==> src/rtl/perceptron_seq.sv <==
// rtl/perceptron_seq.sv - single-neuron perceptron sequencer
// One shared signed multiplier, step activation, optional learning-rule update.
module perceptron_seq #(
    parameter int N_INPUTS = 4,
    parameter int DATA_W   = 8,
    parameter int WEIGHT_W = 8,
    parameter int ACC_W    = 20,
    parameter int LR_SHIFT = 0
) (
    input  logic                         clk_i,
    input  logic                         reset_ni,
    input  logic                         start_i,
    input  logic                         train_i,
    input  logic [N_INPUTS*DATA_W-1:0]   x_i,
    input  logic                         target_i,
    input  logic                         wr_en_i,
    input  logic [$clog2(N_INPUTS+1)-1:0] wr_idx_i,
    input  logic [WEIGHT_W-1:0]          wr_data_i,
    output logic                         busy_o,
    output logic                         done_o,
    output logic                         y_o,
    output logic [ACC_W-1:0]             acc_o,
    output logic                         err_o,
    output logic [N_INPUTS*WEIGHT_W-1:0] weights_o,
    output logic [WEIGHT_W-1:0]          bias_o
);
    localparam int IDX_W  = $clog2(N_INPUTS+1);
    localparam int PROD_W = DATA_W + WEIGHT_W;
    localparam int DX_W   = DATA_W + 1;
    localparam int SUM_W  = ((WEIGHT_W > DATA_W) ? WEIGHT_W : DATA_W) + 2;
    localparam logic signed [WEIGHT_W-1:0] W_MAX = {1'b0, {(WEIGHT_W-1){1'b1}}};
    localparam logic signed [WEIGHT_W-1:0] W_MIN = {1'b1, {(WEIGHT_W-1){1'b0}}};

    typedef enum logic [2:0] {S_IDLE, S_MAC, S_ACT, S_UPD, S_DONE} state_t;

    state_t                      state_q, state_d;
    logic [IDX_W-1:0]            k_q, k_d;
    logic signed [ACC_W-1:0]     acc_q, acc_d;
    logic signed [ACC_W-1:0]     res_q, res_d;
    logic                        y_q, y_d;
    logic                        err_q, err_d;
    logic                        target_q, target_d;
    logic                        train_q, train_d;
    logic signed [DATA_W-1:0]    x_q [N_INPUTS];
    logic signed [DATA_W-1:0]    x_d [N_INPUTS];
    logic signed [WEIGHT_W-1:0]  w_q [N_INPUTS];
    logic signed [WEIGHT_W-1:0]  w_d [N_INPUTS];
    logic signed [WEIGHT_W-1:0]  bias_q, bias_d;

    logic signed [DATA_W-1:0]    x_sel;
    logic signed [WEIGHT_W-1:0]  w_sel;
    logic signed [PROD_W-1:0]    prod;
    logic signed [ACC_W-1:0]     sum_act;
    logic                        y_act;
    logic signed [DX_W-1:0]      dsel, delta;
    logic signed [SUM_W-1:0]     upd_sum, bias_sum;

    function automatic logic signed [WEIGHT_W-1:0] sat_w(input logic signed [SUM_W-1:0] v);
        if (v > SUM_W'(W_MAX)) return W_MAX;
        if (v < SUM_W'(W_MIN)) return W_MIN;
        return v[WEIGHT_W-1:0];
    endfunction

    // Datapath shared by MAC and UPD: operand pair selected by k_q.
    always_comb begin
        x_sel = '0;
        w_sel = '0;
        for (int i = 0; i < N_INPUTS; i++) begin
            if (k_q == IDX_W'(i)) begin
                x_sel = x_q[i];
                w_sel = w_q[i];
            end
        end
        prod     = PROD_W'(x_sel) * PROD_W'(w_sel);
        sum_act  = acc_q + ACC_W'(bias_q);
        y_act    = ~sum_act[ACC_W-1];
        dsel     = target_q ? DX_W'(x_sel) : -DX_W'(x_sel);
        delta    = dsel >>> LR_SHIFT;
        upd_sum  = SUM_W'(w_sel) + SUM_W'(delta);
        bias_sum = SUM_W'(bias_q) + (target_q ? SUM_W'(1) : SUM_W'(-1));
    end

    always_comb begin
        state_d  = state_q;
        k_d      = k_q;
        acc_d    = acc_q;
        res_d    = res_q;
        y_d      = y_q;
        err_d    = err_q;
        target_d = target_q;
        train_d  = train_q;
        x_d      = x_q;
        w_d      = w_q;
        bias_d   = bias_q;
        case (state_q)
            S_IDLE: begin
                if (start_i) begin
                    for (int i = 0; i < N_INPUTS; i++) x_d[i] = x_i[i*DATA_W +: DATA_W];
                    target_d = target_i;
                    train_d  = train_i;
                    acc_d    = '0;
                    k_d      = '0;
                    state_d  = S_MAC;
                end else if (wr_en_i) begin
                    for (int i = 0; i < N_INPUTS; i++) begin
                        if (wr_idx_i == IDX_W'(i)) w_d[i] = wr_data_i;
                    end
                    if (wr_idx_i == IDX_W'(N_INPUTS)) bias_d = wr_data_i;
                end
            end
            S_MAC: begin
                acc_d = acc_q + ACC_W'(prod);
                k_d   = k_q + IDX_W'(1);
                if (k_q == IDX_W'(N_INPUTS-1)) state_d = S_ACT;
            end
            S_ACT: begin
                res_d   = sum_act;
                y_d     = y_act;
                err_d   = (y_act != target_q);
                k_d     = '0;
                state_d = (train_q && (y_act != target_q)) ? S_UPD : S_DONE;
            end
            S_UPD: begin
                k_d = k_q + IDX_W'(1);
                // Weights first, bias on the extra final cycle.
                if (k_q == IDX_W'(N_INPUTS)) begin
                    bias_d  = sat_w(bias_sum);
                    state_d = S_DONE;
                end else begin
                    for (int i = 0; i < N_INPUTS; i++) begin
                        if (k_q == IDX_W'(i)) w_d[i] = sat_w(upd_sum);
                    end
                end
            end
            S_DONE:  state_d = S_IDLE;
            default: state_d = S_IDLE;
        endcase
    end

    always_ff @(posedge clk_i or negedge reset_ni) begin
        if (!reset_ni) begin
            state_q  <= S_IDLE;
            k_q      <= '0;
            acc_q    <= '0;
            res_q    <= '0;
            y_q      <= 1'b0;
            err_q    <= 1'b0;
            target_q <= 1'b0;
            train_q  <= 1'b0;
            bias_q   <= '0;
            for (int i = 0; i < N_INPUTS; i++) begin
                x_q[i] <= '0;
                w_q[i] <= '0;
            end
        end else begin
            state_q  <= state_d;
            k_q      <= k_d;
            acc_q    <= acc_d;
            res_q    <= res_d;
            y_q      <= y_d;
            err_q    <= err_d;
            target_q <= target_d;
            train_q  <= train_d;
            bias_q   <= bias_d;
            x_q      <= x_d;
            w_q      <= w_d;
        end
    end

    always_comb begin
        weights_o = '0;
        for (int i = 0; i < N_INPUTS; i++) weights_o[i*WEIGHT_W +: WEIGHT_W] = w_q[i];
    end

    assign busy_o = (state_q != S_IDLE);
    assign done_o = (state_q == S_DONE);
    assign y_o    = y_q;
    assign acc_o  = res_q;
    assign err_o  = err_q;
    assign bias_o = bias_q;

endmodule
==> config.mk <==
export PLATFORM = sky130hd
export DESIGN_NAME = perceptron_seq
export DESIGN_NICKNAME = d
export VERILOG_FILES = /design/src/rtl/perceptron_seq.sv
export SDC_FILE = /design/constraint.sdc
export NUM_CORES = 1
export LEC_CHECK = 0
export ABC_AREA = 1
export CAP_MARGIN = 20
export CORE_MARGIN = 2
export CORE_UTILIZATION = 45
export CTS_CLUSTER_DIAMETER = 60
export DETAILED_ROUTE_END_ITERATION = 10
export GPL_TIMING_DRIVEN = 0
export PLACE_DENSITY = 0.68
export SLEW_MARGIN = 10
export SYNTH_ARGS = -nofsm -noshare
export SYNTH_HDL_FRONTEND = slang
export SYNTH_SLANG_ARGS = --single-unit
export TNS_END_PERCENT = 5
==> constraint.sdc <==
create_clock -name clk_i -period 9 [get_ports clk_i]
set_input_delay 0.9 -clock clk_i [delete_from_list [all_inputs] [get_ports clk_i]]
set_output_delay 0.9 -clock clk_i [all_outputs]
set_load 0.1 [all_outputs]
## After elaboration in Yosys (flattened, before gate mapping)

Index checks and enable logic that the tools add are counted.

| storage, ports and cells | value |
|---|---|
| register bits | 122 |
| bits of input ports | 49 |
| word-level logic and storage cells | 162 |

| operators by class | value |
|---|---|
| multiply operators | 1 |
| $add $sub $neg | 6 |
| eq/ne operators | 28 |
| muxes and demuxes | 87 |
| bitwise operators | 1 |
| reduce and logical (&&, ||, !) cells | 18 |
| $lt $le $gt $ge | 4 |

Operators by type and width:

| kind | number |
|---|---|
| 8-bit 2-to-1 mux | 34 |
| 32-bit 2-to-1 mux | 3 |
| 32-bit case mux with 2 select lines | 1 |
| 20-bit case mux with 2 select lines | 1 |
| 1-bit 2-to-1 mux | 37 |
| 2-bit inequality test, second input constant | 15 |
| 6-bit AND reduction | 4 |
| 20-bit by 16-bit adder with 20-bit output | 1 |
| 20-bit by 8-bit adder with 20-bit output | 1 |
| 10-bit by 8-bit > comparator with 1-bit output, second input constant | 2 |
| 10-bit by 8-bit < comparator with 1-bit output, second input constant | 2 |
| 20-bit 2-to-1 mux | 1 |
| 3-bit by 2-bit equality test with 1-bit output, second input constant | 6 |
| 8-bit by 8-bit multiplier with 16-bit output | 1 |
| 8-bit case mux with 2 select lines | 1 |
| 3-bit 2-to-1 mux | 5 |
| 3-bit case mux with 4 select lines | 1 |
| 8-bit by 10-bit adder with 10-bit output | 1 |
| 8-bit by 9-bit adder with 10-bit output | 1 |
| 10-bit 2-to-1 mux | 1 |
| 3-bit by 1-bit equality test with 1-bit output, second input constant | 3 |
| 3-bit equality test, second input constant | 3 |
| 3-bit zero test | 3 |
| 9-bit 2-to-1 mux | 1 |
| other kinds (12) | 16 |

## Longest topological paths before layout

Gate-level depths: netlist of run 1.

| logic depth | value |
|---|---|
| depth after elaboration | 22 |
| gate-level depth with buffers | 33 |
| mapped depth without buffers | 32 |

## Least setup slack after synthesis of run 1

OpenSTA, ideal clock, no wires.

| path | value |
|---|---|
| path type | reg-to-reg |
| start point | register k_q[0] |
| end point | register acc_q[14] |
| setup time | 0.118 ns |
| slack | 2.439 ns |
| stages on the path, launching flop included | 27 |
| period minus slack after synthesis | 6.561 ns |
| arrival time | 6.443 ns |
| path buffers | 2 |
| cell sequence | dfrtp_1 -> ha_1 -> ha_1 -> buf_2 -> inv_2 -> clkbuf_1 -> o211ai_1 -> and2_1 -> nor2_1 -> inv_1 -> fa_1 -> inv_1 -> fa_1 -> fa_1 -> fa_1 -> inv_1 -> fa_1 -> inv_1 -> ha_1 -> nand3_1 -> nand2_1 -> a21boi_0 -> o21ai_0 -> a21oi_1 -> or2_2 -> nand3_1 -> nand2_1 |

| between the ends | value |
|---|---|
| word-level cells in the longest chain between the ends | 8 |
| elaborated cells on any way between the ends | 15 |
| those cells by class | add/sub (1); mul (1); eq/ne (3); mux (9); reduce/logical (1) |

RTL lines:

| what | line | text |
|---|---|---|
| start, declared | 37 | `logic [IDX_W-1:0] k_q, k_d;` |
| start signal, assigned | 157 | `k_q <= k_d;` |
| 3-bit zero test | 69 | `if (k_q == IDX_W'(i)) begin` |
| 8-bit 2-to-1 mux (4 in series) | 69 |  |
| 8-bit by 8-bit multiplier with 16-bit output * | 74 | `prod = PROD_W'(x_sel) * PROD_W'(w_sel);` |
| 20-bit by 16-bit adder with 20-bit output * | 112 | `acc_d = acc_q + ACC_W'(prod);` |
| 20-bit case mux with 2 select lines * | 95 | `case (state_q)` |
| end signal, assigned | 144 | `acc_q <= '0;` |
| end signal, assigned | 158 | `acc_q <= acc_d;` |
| end, declared | 38 | `logic signed [ACC_W-1:0] acc_q, acc_d;` |

Every way passes the cells marked *; elsewhere a longest branch is shown, timed or not.
A chain may end at the register's enable or synchronous reset.

## Worst setup path after layout of run 1

Same ends and word-level chain as after synthesis.

==> impl_metrics.env, run 1 <==
export IMPL_post_cts_setup_buffers=0
export IMPL_fin_nets=1819
export IMPL_drt_iter0_markers=756
export IMPL_drive_gt1_share_pct=6.17
export IMPL_gr_usage_all_layers_pct=22.9
export IMPL_critPathKind="flop to flop"
export IMPL_clock_fmax_ghz=0.140
export IMPL_start_util_pct=45.8
export IMPL_fill_cells=2336
export IMPL_final_common_cell="nand2_1"
export IMPL_cap_violations=0
export IMPL_end_kind="flop"
export IMPL_cts_hold_buffers_added=0
export IMPL_drt_pass1_iterations=5
export IMPL_slew_headroom_pct=33.8
export IMPL_hold_viol_final=0
export IMPL_synth_cell_type_count=45
export IMPL_vias=9790
export IMPL_critical_path_most_common_cell="fa_1"
export IMPL_grt_max_degree=87
export IMPL_antenna_left=0
export IMPL_antenna_cells=0
export IMPL_drv_slew=0
export IMPL_setup_tns_ns=0
export IMPL_die_y_um=161
export IMPL_drt_total_wl_um=28300
export IMPL_synth_avg_cell_area_um2=7.64
export IMPL_clkLatencyLatePin_ns=0.43
export IMPL_ys_seq_area_share_pct=27.4
export IMPL_antenna_found_initial=0
export IMPL_grt_overflow=0
export IMPL_slowest_delay_ns=0.55
export IMPL_yosys_register_bits=122
export IMPL_area_growth_pct=19.5
export IMPL_critPathArrivalTime_ns=7.48
export IMPL_async_flop_share_pct=100
export IMPL_die_width_um=161
export IMPL_die_area_um2=26000
export IMPL_dp_hpwl_um=23100
export IMPL_drt_drc_violations_left=0
export IMPL_synth_nets=1685
export IMPL_row_count=57
export IMPL_outcome="finished clean"
export IMPL_io_buffers=112
export IMPL_cp_slowest_cell="fa_1"
export IMPL_wire_per_inst_um=14.7
export IMPL_syn_cell_area_um2=11100
export IMPL_grt_setup_unrepaired="false"
export IMPL_reg2reg_depth=25
export IMPL_worstPathMaxFanout=10
export IMPL_place_congestion=0.880
export IMPL_coreArea_um2=24300
export IMPL_finalSetupViolCount=0
export IMPL_min_period_over_period_pct=79.5
export IMPL_clkTransAtPathRegs_ns=0.06
export IMPL_synth_area_top_cells="dfrtp_1 27%, fa_1 16%, nand2_1 15%"
export IMPL_worst_slew_pin_slew_ns=0.989
export IMPL_cts_sinks=122
export IMPL_yosys_warnings=0
export IMPL_num_io_pins=113
export IMPL_htree_levels=4
export IMPL_cts_root_buf="clkbuf_16"
export IMPL_synth_edff_count=0
export IMPL_viasPerCell=5.08
export IMPL_clockBufferDepth=2
export IMPL_synth_top_area_cell="dfrtp_1"
export IMPL_cts_tree="built"
export IMPL_numCtsBuffers=17
export IMPL_grt_pass1_vias=9839
export IMPL_start_kind="flop"
export IMPL_hp_class="input port to asynchronous set/reset pin"
export IMPL_cts_resized_gates=0
export IMPL_required_ns=9.32
export IMPL_finClkSkew_ns=0.0121
export IMPL_grt_pass1_wl_um=47700
export IMPL_synth_cells=1458
export IMPL_fin_crit_ns=7.16
export IMPL_layout_common_cells="454 x nand2_1, 218 x inv_1, 122 x dfrtp_1, 111 x clkdlybuf4s50_1, 91 x fa_1"
export IMPL_synth_top_area_share_pct=27.4
export IMPL_synth_flop_cell="dfrtp_1"
[logic make-up after synthesis]
kind of cell | count (synthesis) | synth area share (%)
xor+xnor | 35 | 2.75
fa+ha+maj | 178 | 26.1
simple gates | 663 | 24.6
compound gates | 189 | 9.86
flops | 122 | 27.4
buf+inv | 271 | 9.30
[cell type report]
cell class / instances / area (um^2) / share of cell area, %
plain buffers: 27 / 120 / 0.902
clock buffers: 17 / 425 / 3.19
clock inverters: 15 / 164 / 1.23
inverters: 244 / 916 / 6.88
multi-input cells: 1065 / 7060 / 53.0
flip-flops and latches: 122 / 3050 / 22.9
well taps: 324 / 405 / 3.04
repair buffers: 115 / 1180 / 8.83
[sequential cells by signal, indices dropped and copies added (netlist names)]
signal	cells
k_q	3
err_o	1
x_q	32
bias_o	8
acc_q	20
weights_o	32
acc_o	20
target_q	1
train_q	1
y_o	1
state_q	3
[critical path: cells and delay by family (launching register included)]
kind                     cells  cell delay, ns
flip-flops                   1            0.43
AO/OA/AOI/OAI                5            1.41
buffers and inverters        6            0.96
adder cells (fa/ha/maj)      8            3.38
AND/OR/NAND/NOR              6            0.86
[synthesized netlist by cell type (2+ instances only)]
master,n
nand3_1,89
ha_1,87
a21boi_0,3
dfrtp_1,122
nor3_1,5
nand4_1,9
o31ai_1,2
xor2_1,21
nand3b_1,2
o22ai_1,8
o21ai_0,47
and2_1,7
inv_2,26
xnor2_1,14
nor2_1,79
o21bai_1,4
or2_2,4
a21oi_1,59
nor2_8,2
clkbuf_1,19
nand2_2,4
o311ai_0,2
a21o_1,3
buf_2,6
inv_1,218
o22ai_2,2
o21ai_1,33
o21ai_2,6
fa_1,91
o211ai_1,7
nor2_2,4
a31oi_1,6
nand2_1,454
o21a_1,2
[through the flow]
step	hold WS (ns)	util (%)	setup slack, ns	cells	instance area, um^2
after floorplan	0.442	-	2.44	1458	11100
after global placement	0.457	52.1	1.54	1894	12700
after detailed placement	0.462	52.3	1.91	1897	12700
after CTS	0.367	54.8	1.88	1929	13300
after global routing	0.377	54.8	1.46	1929	13300
final	0.360	54.8	1.84	1929	13300
[path summary, 6_finish.rpt]
check,from,to,slack (ns)
worst min register to register,x_q[13],x_q[13],0.47
min in group clk_i,x_q[13],x_q[13],0.47
worst max-delay path,k_q[0],acc_q[14],1.84
max in group asynchronous,reset_ni,acc_o[2],7.87
worst min-delay path,reset_ni,x_q[29],0.36
worst max register to register,k_q[0],acc_q[14],1.84
[routing by layer]
metal | GRT usage (%) | share of wire [%] | vias up
li1 | - | - | 4862
met1 | 30.5 | 46 | 4669
met2 | 38.9 | 48 | 222
met3 | 3.11 | 4.2 | 37
met4 | 6.82 | 1.8 | 0
met5 | 0 | 0 | -
Power of run 1 is left out: the tool's default activity adds up to more than one toggle a clock period on the data nets, which glitch-free logic cannot reach.
==> run 2, diff against run 1 <==
- clock period: 9 -> 7.1 ns (I/O delays scaled with it)
==> impl_metrics.env, run 2 (synthesis gave the netlist of run 1 again) <==
export IMPL_outcome="finished clean"
export IMPL_clockBufferDepth=2
export IMPL_dp_hpwl_um=23100
export IMPL_die_area_um2=26000
export IMPL_die_y_um=161
export IMPL_required_ns=7.41
export IMPL_drt_pass1_iterations=5
export IMPL_final_common_cell="nand2_1"
export IMPL_grt_pass1_wl_um=47700
export IMPL_num_io_pins=113
export IMPL_hp_class="input port to asynchronous set/reset pin"
export IMPL_cts_sinks=122
export IMPL_worst_slew_pin_slew_ns=0.989
export IMPL_place_congestion=0.880
export IMPL_antenna_cells=0
export IMPL_antenna_found_initial=0
export IMPL_layout_common_cells="454 x nand2_1, 218 x inv_1, 122 x dfrtp_1, 111 x clkdlybuf4s50_1, 91 x fa_1"
export IMPL_viasPerCell=5.06
export IMPL_clkLatencyLatePin_ns=0.43
export IMPL_critPathKind="flop to flop"
export IMPL_drt_iter0_markers=711
export IMPL_cts_root_buf="clkbuf_16"
export IMPL_die_width_um=161
export IMPL_slew_headroom_pct=33.8
export IMPL_gr_usage_all_layers_pct=22.9
export IMPL_rrSetupSlack_ns=0.46
export IMPL_clock_fmax_ghz=0.151
export IMPL_drt_total_wl_um=28300
export IMPL_worstPathMaxFanout=10
export IMPL_drive_gt1_share_pct=6.47
export IMPL_io_buffers=112
export IMPL_final_util_pct=54.9
export IMPL_r2r_start="k_q[0]"
export IMPL_reg2reg_depth=27
export IMPL_setup_tns_ns=0
export IMPL_numCtsBuffers=17
export IMPL_htree_levels=4
export IMPL_min_period_over_period_pct=93.5
export IMPL_fin_ws_ns=0.465
export IMPL_row_count=57
export IMPL_cts_tree="built"
export IMPL_coreArea_um2=24300
export IMPL_hold_slack_ns=0.172
export IMPL_grtUsageMet2_pct=39.0
export IMPL_start_kind="flop"
export IMPL_met1_usage_pct=30.6
export IMPL_grt_max_degree=87
export IMPL_drt_drc_violations_left=0
export IMPL_area_growth_pct=19.8
export IMPL_clkTransAtPathRegs_ns=0.07
export IMPL_vias=9776
export IMPL_busiest_layer="met2"
export IMPL_grt_pass1_vias=9836
export IMPL_r2r_end="acc_q[14]"
export IMPL_fin_nets=1821
export IMPL_finClkSkew_ns=0.0121
export IMPL_hold_viol_final=0
export IMPL_wire_per_inst_um=14.7
export IMPL_grt_use_met3_pct=2.93
export IMPL_fin_crit_ns=6.64
export IMPL_finalSetupViolCount=0
export IMPL_drv_slew=0
export IMPL_cts_hold_buffers_added=0
export IMPL_start_util_pct=45.8
export IMPL_pre_cts_slack_ns=0.00766
export IMPL_grt_overflow=0
export IMPL_critPathArrivalTime_ns=6.95
export IMPL_grt_setup_unrepaired="false"
export IMPL_antenna_left=0
export IMPL_end_kind="flop"
export IMPL_fill_cells=2330
export IMPL_cap_violations=0
## run 2: worst max-delay path by stage
| stage | cells after the start | from | endpoint | slack (ns) |
|---|---|---|---|---|
| after floorplan | 26 | k_q[0] | acc_q[14] | 0.54 |
| after global placement | 26 | k_q[0] | acc_q[14] | -0.36 |
| after detailed placement | 25 | k_q[0] | acc_q[14] | 0.008 |
| after CTS | 25 | k_q[0] | acc_q[14] | 0.007 |
| after global routing | 26 | k_q[0] | acc_q[18] | 0.11 |
| final | 27 | k_q[0] | acc_q[14] | 0.46 |
## run 2: cell type report
class | count | area (um^2) | share of cell area [%]
Timing Repair Buffer | 117 | 1190 | 8.92
Buffer | 27 | 121 | 0.909
Sequential cell | 122 | 3050 | 22.9
Tap cell | 324 | 405 | 3.04
Clock buffer | 17 | 425 | 3.19
Inverter | 244 | 916 | 6.86
Clock inverter | 15 | 164 | 1.23
Multi-Input combinational cell | 1065 | 7070 | 53.0
## run 2: worst max-delay path, stage by stage (launching register included)
cell and delay [ns]:
dfrtp_1 0.43, ha_1 0.22, ha_1 0.17, buf_2 0.19, inv_2 0.15, buf_2 0.30
o211ai_1 0.14, and2_1 0.15, clkbuf_1 0.22, inv_1 0.16, nand2_1 0.08, fa_1 0.50
fa_1 0.55, inv_1 0.06, fa_1 0.50, fa_1 0.55, inv_1 0.05, fa_1 0.50
inv_1 0.04, ha_1 0.34, nand3_1 0.12, nand2_1 0.14, a21boi_0 0.14, o21ai_1 0.26
a21oi_1 0.12, or2_2 0.28, nand3_1 0.08, nand2_1 0.06
## run 2: timing repair
| action | in CTS | in global routing |
|---|---|---|
| resized for setup | 1 | 5 |
| setup endpoints to repair | 1 | 4 |
| endpoints found under the hold margin | 0 | 0 |
| pin swaps | 0 | 1 |
| buffers inserted | 0 | 2 |
## run 2: through the flow
stage          std cells  cell area (um^2)
4_1_cts             1929             13300
2_1_floorplan       1458             11100
3_5_place_dp        1897             12700
6_report            1931             13400
5_1_grt             1931             13400
3_3_place_gp        1894             12700
## run 2: layer usage
metal	vias up	part of all wire (%)
met3	33	4.3
met4	0	1.7
met5	-	0
met2	220	48
li1	4871	-
met1	4652	46
Power of run 2 is left out for the same reason.
